==> src/rtl/timer_pkg.sv <==
// timer_pkg: register offsets, CTRL field positions, AXI response codes and
// channel FSM encodings shared by axi4lite_timer and its bench.
`ifndef ALEN
`define ALEN 12
`endif

package timer_pkg;

    localparam logic [4:0] TIMER_MTIME_OFF    = 5'h00;
    localparam logic [4:0] TIMER_MTIMECMP_OFF = 5'h08;
    localparam logic [4:0] TIMER_CTRL_OFF     = 5'h10;

    localparam int CTRL_EN_BIT  = 0;
    localparam int CTRL_PSC_LSB = 8;
    localparam int CTRL_PSC_MSB = 15;

    localparam logic [1:0] RESP_OKAY   = 2'b00;
    localparam logic [1:0] RESP_SLVERR = 2'b10;

    typedef enum logic {W_IDLE, W_RESP} wstate_t;
    typedef enum logic {R_IDLE, R_RESP} rstate_t;

    // Byte-lane merge: strobe bit i replaces bits [8i+7:8i].
    function automatic logic [63:0] strb_merge(input logic [63:0] old_v,
                                               input logic [63:0] new_v,
                                               input logic [7:0]  strb);
        logic [63:0] res;
        res = old_v;
        for (int i = 0; i < 8; i++) begin
            if (strb[i]) res[8*i +: 8] = new_v[8*i +: 8];
        end
        return res;
    endfunction

endpackage

==> src/rtl/timer_prescaler.sv <==
// timer_prescaler: 8-bit divider producing an MTIME tick every PRESCALE+1
// enabled cycles; used only when TIMER_PRESCALER_EN is defined.
module timer_prescaler (
    input  logic       aclk,
    input  logic       aresetn,
    input  logic       en,
    input  logic [7:0] prescale,
    input  logic       prescale_wr,
    output logic       tick
);

    logic [7:0] r_div;

    always_ff @(posedge aclk or negedge aresetn) begin
        if (!aresetn) begin
            r_div <= '0;
        end else if (prescale_wr) begin
            r_div <= '0;
        end else if (en) begin
            r_div <= (r_div == prescale) ? 8'd0 : r_div + 8'd1;
        end
    end

    assign tick = en && (r_div == prescale);

endmodule

==> src/rtl/axi4lite_timer.sv <==
// axi4lite_timer: mtime/mtimecmp machine timer on a 64-bit AXI4-Lite slave with
// a registered level irq. Optional divider enabled by macro TIMER_PRESCALER_EN.
module axi4lite_timer
    import timer_pkg::*;
#(
    parameter int                    ADDR_WIDTH = `ALEN,
    parameter logic [ADDR_WIDTH-1:0] ADDR_MASK  = {3'b000, {(`ALEN-3){1'b1}}},
    parameter logic [63:0]           CMP_RESET  = 64'hFFFF_FFFF_FFFF_FFFF
) (
    input  logic                  aclk,
    input  logic                  aresetn,
    input  logic [ADDR_WIDTH-1:0] awaddr,
    input  logic [2:0]            awprot,
    input  logic                  awvalid,
    output logic                  awready,
    input  logic [63:0]           wdata,
    input  logic [7:0]            wstrb,
    input  logic                  wvalid,
    output logic                  wready,
    output logic [1:0]            bresp,
    output logic                  bvalid,
    input  logic                  bready,
    input  logic [ADDR_WIDTH-1:0] araddr,
    input  logic [2:0]            arprot,
    input  logic                  arvalid,
    output logic                  arready,
    output logic [63:0]           rdata,
    output logic [1:0]            rresp,
    output logic                  rvalid,
    input  logic                  rready,
    output logic                  irq
);

    wstate_t               r_wstate, w_wstate_nxt;
    rstate_t               r_rstate, w_rstate_nxt;
    logic                  r_live;
    logic                  r_aw_got, r_w_got;
    logic [ADDR_WIDTH-1:0] r_awaddr;
    logic [63:0]           r_wdata;
    logic [7:0]            r_wstrb;
    logic [1:0]            r_bresp, r_rresp;
    logic [63:0]           r_rdata;
    logic [63:0]           r_mtime, r_mtimecmp;
    logic                  r_en, r_irq;
    logic [7:0]            w_prescale;
    logic                  w_tick;

    logic                  w_aw_hs, w_w_hs, w_ar_hs, w_commit;
    logic [ADDR_WIDTH-1:0] w_waddr, w_wmasked, w_rmasked;
    logic [63:0]           w_wd;
    logic [7:0]            w_ws;
    logic [4:0]            w_woff, w_roff;
    logic                  w_wr_mtime, w_wr_cmp, w_wr_ctrl, w_wr_err;
    logic [63:0]           w_ctrl, w_rd_data;
    logic [1:0]            w_rd_resp;
    logic                  w_unused;

    assign w_aw_hs  = awvalid && awready;
    assign w_w_hs   = wvalid && wready;
    assign w_ar_hs  = arvalid && arready;
    assign w_commit = (r_wstate == W_IDLE) && (r_aw_got || w_aw_hs) && (r_w_got || w_w_hs);

    // A beat latched on an earlier cycle takes precedence over the live bus.
    assign w_waddr   = r_aw_got ? r_awaddr : awaddr;
    assign w_wd      = r_w_got ? r_wdata : wdata;
    assign w_ws      = r_w_got ? r_wstrb : wstrb;
    assign w_wmasked = w_waddr & ADDR_MASK;
    assign w_rmasked = araddr & ADDR_MASK;
    assign w_woff    = w_wmasked[4:0];
    assign w_roff    = w_rmasked[4:0];

    assign w_wr_mtime = w_commit && (w_woff == TIMER_MTIME_OFF);
    assign w_wr_cmp   = w_commit && (w_woff == TIMER_MTIMECMP_OFF);
    assign w_wr_ctrl  = w_commit && (w_woff == TIMER_CTRL_OFF);
    assign w_wr_err   = !((w_woff == TIMER_MTIME_OFF) || (w_woff == TIMER_MTIMECMP_OFF)
                          || (w_woff == TIMER_CTRL_OFF));

    assign w_unused = &{1'b0, awprot, arprot, w_wmasked[ADDR_WIDTH-1:5], w_rmasked[ADDR_WIDTH-1:5]};

`ifdef TIMER_PRESCALER_EN
    logic [7:0] r_prescale;
    logic       w_psc_wr;

    assign w_psc_wr   = w_wr_ctrl && w_ws[CTRL_PSC_LSB/8];
    assign w_prescale = r_prescale;

    always_ff @(posedge aclk or negedge aresetn) begin
        if (!aresetn) begin
            r_prescale <= '0;
        end else if (w_psc_wr) begin
            r_prescale <= w_wd[CTRL_PSC_MSB:CTRL_PSC_LSB];
        end
    end

    timer_prescaler u_prescaler (
        .aclk        (aclk),
        .aresetn     (aresetn),
        .en          (r_en),
        .prescale    (r_prescale),
        .prescale_wr (w_psc_wr),
        .tick        (w_tick)
    );
`else
    assign w_prescale = 8'd0;
    assign w_tick     = r_en;
`endif

    assign w_ctrl = {48'd0, w_prescale, 7'd0, r_en};

    // FSM state registers; r_live holds the readies low for the first cycle out of reset.
    always_ff @(posedge aclk or negedge aresetn) begin
        if (!aresetn) begin
            r_wstate <= W_IDLE;
            r_rstate <= R_IDLE;
            r_live   <= 1'b0;
        end else begin
            r_wstate <= w_wstate_nxt;
            r_rstate <= w_rstate_nxt;
            r_live   <= 1'b1;
        end
    end

    always_comb begin
        w_wstate_nxt = r_wstate;
        case (r_wstate)
            W_IDLE:  if (w_commit) w_wstate_nxt = W_RESP;
            W_RESP:  if (bready) w_wstate_nxt = W_IDLE;
            default: w_wstate_nxt = W_IDLE;
        endcase
    end

    always_comb begin
        w_rstate_nxt = r_rstate;
        case (r_rstate)
            R_IDLE:  if (w_ar_hs) w_rstate_nxt = R_RESP;
            R_RESP:  if (rready) w_rstate_nxt = R_IDLE;
            default: w_rstate_nxt = R_IDLE;
        endcase
    end

    always_comb begin
        awready = r_live && (r_wstate == W_IDLE) && !r_aw_got;
        wready  = r_live && (r_wstate == W_IDLE) && !r_w_got;
        bvalid  = (r_wstate == W_RESP);
        bresp   = r_bresp;
        arready = r_live && (r_rstate == R_IDLE);
        rvalid  = (r_rstate == R_RESP);
        rdata   = r_rdata;
        rresp   = r_rresp;
        irq     = r_irq;
    end

    always_ff @(posedge aclk or negedge aresetn) begin
        if (!aresetn) begin
            r_aw_got <= 1'b0;
            r_w_got  <= 1'b0;
            r_awaddr <= '0;
            r_wdata  <= '0;
            r_wstrb  <= '0;
            r_bresp  <= RESP_OKAY;
        end else if (w_commit) begin
            r_aw_got <= 1'b0;
            r_w_got  <= 1'b0;
            r_bresp  <= w_wr_err ? RESP_SLVERR : RESP_OKAY;
        end else begin
            if (w_aw_hs) begin
                r_aw_got <= 1'b1;
                r_awaddr <= awaddr;
            end
            if (w_w_hs) begin
                r_w_got <= 1'b1;
                r_wdata <= wdata;
                r_wstrb <= wstrb;
            end
        end
    end

    // Software writes to MTIME override the tick in the same cycle.
    always_ff @(posedge aclk or negedge aresetn) begin
        if (!aresetn) begin
            r_mtime    <= '0;
            r_mtimecmp <= CMP_RESET;
            r_en       <= 1'b1;
            r_irq      <= 1'b0;
        end else begin
            if (w_wr_mtime) r_mtime <= strb_merge(r_mtime, w_wd, w_ws);
            else if (w_tick) r_mtime <= r_mtime + 64'd1;
            if (w_wr_cmp) r_mtimecmp <= strb_merge(r_mtimecmp, w_wd, w_ws);
            if (w_wr_ctrl && w_ws[0]) r_en <= w_wd[CTRL_EN_BIT];
            r_irq <= (r_mtime >= r_mtimecmp);
        end
    end

    always_comb begin
        w_rd_data = '0;
        w_rd_resp = RESP_OKAY;
        case (w_roff)
            TIMER_MTIME_OFF:    w_rd_data = r_mtime;
            TIMER_MTIMECMP_OFF: w_rd_data = r_mtimecmp;
            TIMER_CTRL_OFF:     w_rd_data = w_ctrl;
            default:            w_rd_resp = RESP_SLVERR;
        endcase
    end

    always_ff @(posedge aclk or negedge aresetn) begin
        if (!aresetn) begin
            r_rdata <= '0;
            r_rresp <= RESP_OKAY;
        end else if (w_ar_hs) begin
            r_rdata <= w_rd_data;
            r_rresp <= w_rd_resp;
        end
    end

endmodule

==> config.mk <==
export PLATFORM = sky130hd
export DESIGN_NAME = axi4lite_timer
export DESIGN_NICKNAME = d
export VERILOG_FILES = /design/src/rtl/timer_pkg.sv /design/src/rtl/timer_prescaler.sv /design/src/rtl/axi4lite_timer.sv
export SDC_FILE = /design/constraint.sdc
export NUM_CORES = 1
export LEC_CHECK = 0
export BUFFER_PORTS_ARGS = -buffer_cell sky130_fd_sc_hd__buf_2
export CORE_MARGIN = 1.5
export CORE_UTILIZATION = 53
export DETAILED_ROUTE_END_ITERATION = 10
export HOLD_SLACK_MARGIN = 0.12
export MAX_ROUTING_LAYER = met4
export PLACE_DENSITY = 0.75
export SLEW_MARGIN = 20
export SYNTH_ARGS = -nofsm -noshare
export SYNTH_HDL_FRONTEND = slang
export SYNTH_SLANG_ARGS = --single-unit
==> constraint.sdc <==
create_clock -name aclk -period 2.53 [get_ports aclk]
set_clock_uncertainty 0.05 [all_clocks]
set_input_delay 0.506 -clock aclk [delete_from_list [all_inputs] [get_ports aclk]]
set_output_delay 0.506 -clock aclk [all_outputs]
set_load 0.1 [all_outputs]
Word-level counts from Yosys, hierarchy flattened. Index checks and enable logic that the tools add are counted.

Output and inout bits: 74. Word-level logic and storage cells: 115. Register bits: 280. Input bits: 109.

Reductions and logical operators: 43. Muxes and demuxes: 26. Add/sub/neg operators: 1. Eq/ne operators: 12. Bitwise operators: 3. Order comparisons: 1.

Operators with widths (count): two-way mux 64 bit (3); one-hot mux 64 bit (3 select lines) (1); two-way mux 8 bit (9); adder 64 x 1 -> 64 bit, second input constant (1); >= comparator 64 bit (1); AND reduction 2 bit (18); != test 2 bit, second input constant (8); logical AND 1 bit (13); == test 5 x 4 -> 1 bit, second input constant (2); == test 5 bit, second input constant (2); logical NOT 5 bit (2); two-way mux 1 bit (8); nonzero test 2 bit (3); two-way mux 5 bit (1); logical OR 1 bit (4); two-way mux 2 bit (2); one-hot mux 1 bit (2 select lines) (2); NOT 1 bit (3); OR reduction 3 bit (1); logical NOT 1 bit (2).

Depth between registers and ports, before layout. Gate-level depths: netlist of the first run.

Depth in word-level cells: 10. Gate-level depth with buffers: 10. Gate-level depth less buffers: 8.

Worst setup path after synthesis of the first run. OpenSTA, ideal clock, no wires.

Kind: register -> register. Start: register r_wstate (netlist: bvalid). End: register r_wdata[0]. Setup slack: -1.167 ns. Setup time: 0.125 ns. Path buffers: 1. Cell stages (with the launch flop): 7. Period minus slack after synthesis: 3.697 ns. Data arrival time: 3.523 ns. Required time: 2.355 ns. Cell sequence: dfrtp_1 inv_1 nand2_1 nor2_1 nand3_1 clkbuf_1 mux2_2.

Elaborated cells between the ends (all ways): 12. Those cells by class: bitwise (2); reduce/logical (10).

RTL lines: start, declared (line axi4lite_timer.sv:34) `wstate_t r_wstate, w_wstate_nxt;`; start signal, assigned (line axi4lite_timer.sv:117) `r_wstate <= w_wstate_nxt;`; NOT 1 bit (*); logical AND 1 bit (*) (2 in series) (line axi4lite_timer.sv:143) `wready = r_live && (r_wstate == W_IDLE) && !r_w_got;`; via wready (line axi4lite_timer.sv:19) `output logic wready,`; logical AND 1 bit (*) (line axi4lite_timer.sv:59) `assign w_w_hs = wvalid && wready;`; logical OR 1 bit (line axi4lite_timer.sv:61) `assign w_commit = (r_wstate == W_IDLE) && (r_aw_got || w_aw_hs) && (r_w_got || w_w_hs);`; logical AND 1 bit (line axi4lite_timer.sv:61); NOT 1 bit (no source line); AND reduction 2 bit (no source line) (*); end signal, assigned (line axi4lite_timer.sv:172) `r_wdata <= wdata;`; end, declared (line axi4lite_timer.sv:39) `logic [63:0] r_wdata;`.

Mark *: on every way through the listed nets, which the timed path passes. The rest lies on a longest branch. A chain may end at the register's enable or synchronous reset.

Final worst setup path of the first run.
Start: register r_mtime[4]. End: register r_mtime[39].

Word-level cells in the longest chain between the ends: 3.

RTL lines: start, declared (line axi4lite_timer.sv:43) `logic [63:0] r_mtime, r_mtimecmp;`; start signal, assigned (line axi4lite_timer.sv:186) `if (w_wr_mtime) r_mtime <= strb_merge(r_mtime, w_wd, w_ws);`; start signal, assigned (line axi4lite_timer.sv:187) `else if (w_tick) r_mtime <= r_mtime + 64'd1;`; adder 64 x 1 -> 64 bit (line axi4lite_timer.sv:187); two-way mux 64 bit (line axi4lite_timer.sv:187); two-way mux 64 bit (line axi4lite_timer.sv:186).

Every way passes these cells. The select of a mux whose other input is x is not followed.

==> results of run 1 <==
-- cell usage after synthesis (9+ instances only) --
library cell / count / area (um2)
and4_1: 12 / 105
o211ai_1: 13 / 97.6
nor3_1: 36 / 180
nand2_1: 153 / 574
nand4_1: 26 / 163
dfrtp_1: 213 / 5330
mux2_2: 99 / 1110
ha_1: 65 / 813
clkbuf_1: 69 / 259
o21ai_0: 113 / 566
dfstp_2: 65 / 1710
inv_1: 83 / 312
a311oi_1: 9 / 78.8
a211oi_1: 16 / 120
a22oi_1: 68 / 510
nand3_1: 26 / 130
a21o_1: 15 / 113
nor2_1: 105 / 394
and3_1: 13 / 81.3
a21oi_1: 107 / 536
nor4_1: 13 / 81.3
mux2i_1: 55 / 551
-- power by group --
part	total, mW	internal (mW)	switching, mW
Combinational	7.91	3.51	4.39
Clock	4.53	2.72	1.81
Sequential	7.32	6.19	1.13
-- flip-flops by register name, summed over array words and instances, names as in the netlist, 5 cells and up --
signal,flops
r_wdata,64
r_awaddr,5
r_mtimecmp,64
rdata,64
r_wstrb,8
r_mtime,64
-- worst max-delay path by stage --
| stage | endpoint | slack (ns) | from | depth (start not counted) |
|---|---|---|---|---|
| after floorplan | r_mtime[39]$_DFFE_PN0P_ | -0.01 | r_mtime[23]$_DFFE_PN0P_ | 7 |
| after global placement | r_mtime[60]$_DFFE_PN0P_ | -0.10 | awaddr[1] | 10 |
| after detailed placement | r_mtime[19]$_DFFE_PN0P_ | -0.15 | awaddr[0] | 8 |
| after CTS | r_mtime[43]$_DFFE_PN0P_ | -0.02 | r_mtime[4]$_DFFE_PN0P_ | 6 |
| after global routing | r_mtime[56]$_DFFE_PN0P_ | -0.10 | r_mtime[0]$_DFFE_PN0P_ | 7 |
| final | r_mtime[39]$_DFFE_PN0P_ | -0.02 | r_mtime[4]$_DFFE_PN0P_ | 6 |
-- cell families (layout without fill, tap and decap cells) --
family | Yosys count | in the layout | share of synthesized area, %
and+or+nand+nor | 424 | 424 | 13.5
AOI/OAI and AO/OA | 417 | 417 | 18.0
DFF | 278 | 278 | 47.4
buffers and inverters | 166 | 445 | 4.34
muxes | 154 | 154 | 11.2
adders and majority gates | 65 | 65 | 5.47
other | 2 | 3 | 0.0505
xor gates and xnor gates | 1 | 1 | 0.0589
-- stage by stage --
stage               cells  area, um2  total power [mW]  util, %
floorplan            1508      14900              12.2        -
global placement     2101      17100              14.6     61.6
detailed placement   2101      17100              15.1     61.6
CTS                  2160      18100              19.7     65.4
global route         2165      18300              20.9     65.9
finish               2165      18300              19.8     65.9
-- layer usage --
layer	share of wire, %	wire (um)
met5	0	0
met4	2.5	1020
met3	5.4	2230
met2	49	20100
met1	43	17800
-- repair_timing --
| action | CTS | global route |
|---|---|---|
| hold endpoints to repair | 39 | 0 |
| pin swaps | 0 | 4 |
| hold buffers | 3 | 0 |
| cloned | 0 | 0 |
| resized for setup | 6 | 19 |
| buffers inserted | 0 | 5 |
| setup endpoints to repair | 7 | 33 |
-- cell type report --
cell class / count / area (um2)
multi-input combinational: 1064 / 7370
clock buffer: 47 / 856
inverter: 83 / 312
sequential: 278 / 7050
clock inverter: 9 / 150
fill: 2204 / 9440
tap: 378 / 473
timing repair buffer: 306 / 2060
==> results.yml, run 1 <==
status:
  status: "complete, but fails checks"
  violations: "setup timing"
critical_path:
  reg2reg_from: "r_mtime[4]$_DFFE_PN0P_"
  cp-start-kind: "register"
  path_class: "register to register"
  path_cells: "nand4_4, or4_4, or4_4, or4_4, a21oi_2, o221a_1"
  timing.rr.end: "r_mtime[39]$_DFFE_PN0P_"
  crit_fanout: 9
  required_ns: 2.97
  rrSetupSlack_ns: -0.02
  cpLargestDelayFamily: "simple AND/OR/NAND/NOR gates"
  worstSetupEndpointType: "register"
  worst-path-buf-inv: 0
  cp.arrival_ns: 2.99
  reg2regPathDepth: 6
  crit_top_cell: "or4_4"
  worst_path_max_delay_cell: "or4_4"
  critPathMaxStageDelay_ns: 0.63
power:
  leakage_nw: 8.13
  ir_drop_mv: 0.608
  p_per_area_nw_per_um2: 1080
route:
  drtIter0Drc: 1120
  via_per_inst: 5.99
  ant_nets: 0
  wl_per_cell_um: 19.0
  num_vias: 13000
  routed_wl_um: 41100
  drt_pre_antenna_iters: 5
  drc: 0
placement:
  routabilityCongestion: 0.910
  dp.final_hpwl_um: 29000
  port_buffers: 160
  dp_slack_ns: -0.150
sta:
  setup-violations-final: 3
  fmaxAchievable_ghz: 0.392
  max-slew-margin-rel_pct: 50.7
  whs_ns: 0.137
  worst_slack_ns: -0.0209
  drv_slew: 0
  tightest_slew_ns: 0.739
  tns_ns: -0.0343
  hold_viol_final: 0
  fin_crit_sh_pct: 101
  finalCriticalPeriod_ns: 2.55
  grt_setup_unrepaired: "yes"
min_path:
  whs_endpoint: "r_wdata[19]$_DFFE_PN0P_"
  holdPathStages: 2
  hold_start: "wdata[19]"
  hp-class: "input port to register"
cts:
  clockRootBuffer: "clkbuf_16"
  cts_tree: "yes"
  cts.htree.levels: 1
  clock_sinks: 278
  clock_latency_ns: 0.57
  cts_buffers: 30
  clockBufferDepth: 3
  path_clk_slew_ns: 0.06
global_route:
  grt_start_max_net_pins: 73
  grt_overflow: 0
  use_met2_pct: 48.8
  use_met1_pct: 37.5
  use_met3_pct: 3.35
  grt_pass1_vias: 12900
  grt_busiest_layer: "met2"
  antenna_found_initial: 0
  grt_pass1_wl_um: 65700
  grt_usage_pct: 29.2
floorplanning:
  start_util_pct: 53.6
  rows: 61
  die_h_um: 170
  core_region_area_um2: 27700
  die_w_um: 170
  die-area_um2: 29100
  ios: 183
finish:
  drive_gt1_share_pct: 30.8
  final_common_cell: "dfrtp_1"
  syn_to_final_growth_pct: 22.9
  n_antenna_cell: 0
  mostFrequentLayoutCells: "dfrtp_1, buf_2, nand2_1"
  fin_nets: 1937
logic_synthesis:
  syn_inst: 1507
  syn-cell-area_um2: 14900
  ys_seq_area_share_pct: 47.4
  synthFlopType: "dfrtp_1"
  synth_edf_count: 0
  ys.warnings.count: 0
  synth_area_per_cell_um2: 9.86
  ys_ff_latch: 278
  synth.distinct_cells: 69
  async_reset_ff_share_pct: 100
job:
  drv_cap: 0
No activity file was read; power rests on OpenSTA's default activity.
==> run 2: changes to the inputs <==
--- a/config.mk
+++ b/config.mk
@@ -6,10 +6,10 @@
 export NUM_CORES = 1
 export LEC_CHECK = 0
 export BUFFER_PORTS_ARGS = -buffer_cell sky130_fd_sc_hd__buf_2
-export CORE_MARGIN = 1.5
 export CORE_UTILIZATION = 53
+export CTS_CLUSTER_DIAMETER = 100
 export DETAILED_ROUTE_END_ITERATION = 10
-export HOLD_SLACK_MARGIN = 0.12
+export HOLD_SLACK_MARGIN = 0.1
 export MAX_ROUTING_LAYER = met4
 export PLACE_DENSITY = 0.75
 export SLEW_MARGIN = 20
==> run 2 against run 1 <==
Net effect: the run now ends clean; setup slack improved by 0.030 ns; combinational power decreased by 0.6%; largest power group unchanged; die area decreased by 1.2%; utilization increased by 0.68 points; critical path type unchanged; fmax increased by 1.2%; critical endpoint is now r_mtime[59]$_DFFE_PN0P_.
==> results.yml, run 2 (synthesis results as in run 1) <==
sta:
  setup-violations-final: 0
  tightest_slew_ns: 0.962
  drv_slew: 0
  tns_ns: 0
  fin_crit_sh_pct: 99.6
  finalCriticalPeriod_ns: 2.52
  grt_setup_unrepaired: "yes"
  fmaxAchievable_ghz: 0.397
  max-slew-margin-rel_pct: 35.6
  hold_viol_final: 0
critical_path:
  required_ns: 2.94
  path_class: "register to register"
  crit_fanout: 9
  cp.arrival_ns: 2.93
  worstSetupEndpointType: "register"
  cp-start-kind: "register"
floorplanning:
  core_region_area_um2: 27300
  die_w_um: 169
  die_h_um: 169
  ios: 183
  start_util_pct: 54.5
  rows: 60
  die-area_um2: 28700
global_route:
  grt_pass1_wl_um: 64500
  grt_start_max_net_pins: 75
  grt_usage_pct: 28.9
  antenna_found_initial: 4
  grt_overflow: 0
  grt_pass1_vias: 12500
placement:
  dp.final_hpwl_um: 28800
  port_buffers: 160
  routabilityCongestion: 0.915
cts:
  cts_buffers: 29
  clock_sinks: 278
  clockBufferDepth: 3
  clockRootBuffer: "clkbuf_16"
  cts.htree.levels: 1
  path_clk_slew_ns: 0.06
  clock_latency_ns: 0.55
  cts_tree: "yes"
route:
  wl_per_cell_um: 18.6
  drt_pre_antenna_iters: 6
  via_per_inst: 5.96
  routed_wl_um: 40200
  num_vias: 12900
  drc: 0
  ant_nets: 0
  drtIter0Drc: 915
finish:
  final_common_cell: "dfrtp_1"
  final_util_pct: 66.6
  fin_nets: 1933
  drive_gt1_share_pct: 30.8
  syn_to_final_growth_pct: 22.1
  mostFrequentLayoutCells: "dfrtp_1, buf_2, nand2_1"
status:
  status: "finished, final reports clean"
power:
  ir_drop_mv: 0.663
  leakage_nw: 8.09
  p_per_area_nw_per_um2: 1070
min_path:
  hp-class: "input port to register"
job:
  drv_cap: 0
run 2: cell count changes in the layout (fill, tap and decap cells not counted), moves of 3 or more:
cell and delta:
clkbuf_8 +3, clkinv_2 +3, buf_6 -3, clkbuf_1 -4, diode_2 +4
run 2: final timing paths:
check	start	end	slack, ns	cells past startpoint
worst max register to register	r_mtime[9]$_DFFE_PN0P_	r_mtime[59]$_DFFE_PN0P_	0.009	5
worst min register to register	rdata[12]$_DFFE_PN0P_	rdata[12]$_DFFE_PN0P_	0.43	2
worst max-delay path	r_mtime[9]$_DFFE_PN0P_	r_mtime[59]$_DFFE_PN0P_	0.009	5
min in group asynchronous	aresetn	rvalid$_DFF_PN0_	0.50	2
worst min-delay path	rready	rvalid$_DFF_PN0_	0.11	2
max in group asynchronous	aresetn	r_mtimecmp[53]$_DFFE_PN1P_	1.16	3
run 2: critical path, cell delays in order, from the launching register on:
cell and delay, ns:
dfrtp_1 0.36, nand3_2 0.11, or4_4 0.52, or4_4 0.61
or4_1 0.57, a22oi_2 0.21
run 2: final cells by class:
type,count,area (um2)
fillers,2148,9100
multi-input cells,1064,7340
flip-flops and latches,278,7050
repair buffers,303,2040
clock buffers,44,832
well taps,372,465
inverters,83,312
clock inverters,9,97.6
diodes,4,10.0
run 2: per-stage QoR:
| stage | std cells | hold slack [ns] | power (mW) | instance area (um2) | setup slack [ns] |
|---|---|---|---|---|---|
| after global placement | 2096 | 0.411 | 14.6 | 17100 | -0.0653 |
| after detailed placement | 2096 | 0.418 | 15.0 | 17100 | -0.134 |
| after floorplan | 1508 | 0.160 | 12.2 | 14900 | -0.0135 |
| after global routing | 2157 | 0.139 | 20.6 | 18100 | -0.0626 |
| after CTS | 2151 | 0.111 | 19.3 | 18100 | 0.00896 |
| final | 2157 | 0.113 | 19.4 | 18100 | 0.00914 |
run 2: timing repair:
action                     4_1_cts  5_1_grt
pin swaps                        0        1
hold endpoints to repair        54        0
setup buffers                    0        2
resized for setup                3       15
hold buffers                     2        0
setup endpoints to repair        3       35
cloned                           0        0
run 2: routing by layer:
layer  vias up  track usage (%)  wire length (um)
li1       6046                -                 -
met5         -                -                 0
met3        56             3.38              2030
met4         0             6.93               741
met1      6346             37.7             17600
met2       418             48.2             19800
run 2: where the power goes:
| part | internal [mW] | total (mW) | switching (mW) | leakage (nW) |
|---|---|---|---|---|
| clock | 2.46 | 4.22 | 1.76 | 0.457 |
| combinational | 3.52 | 7.86 | 4.34 | 4.30 |
| sequential | 6.19 | 7.31 | 1.11 | 3.33 |
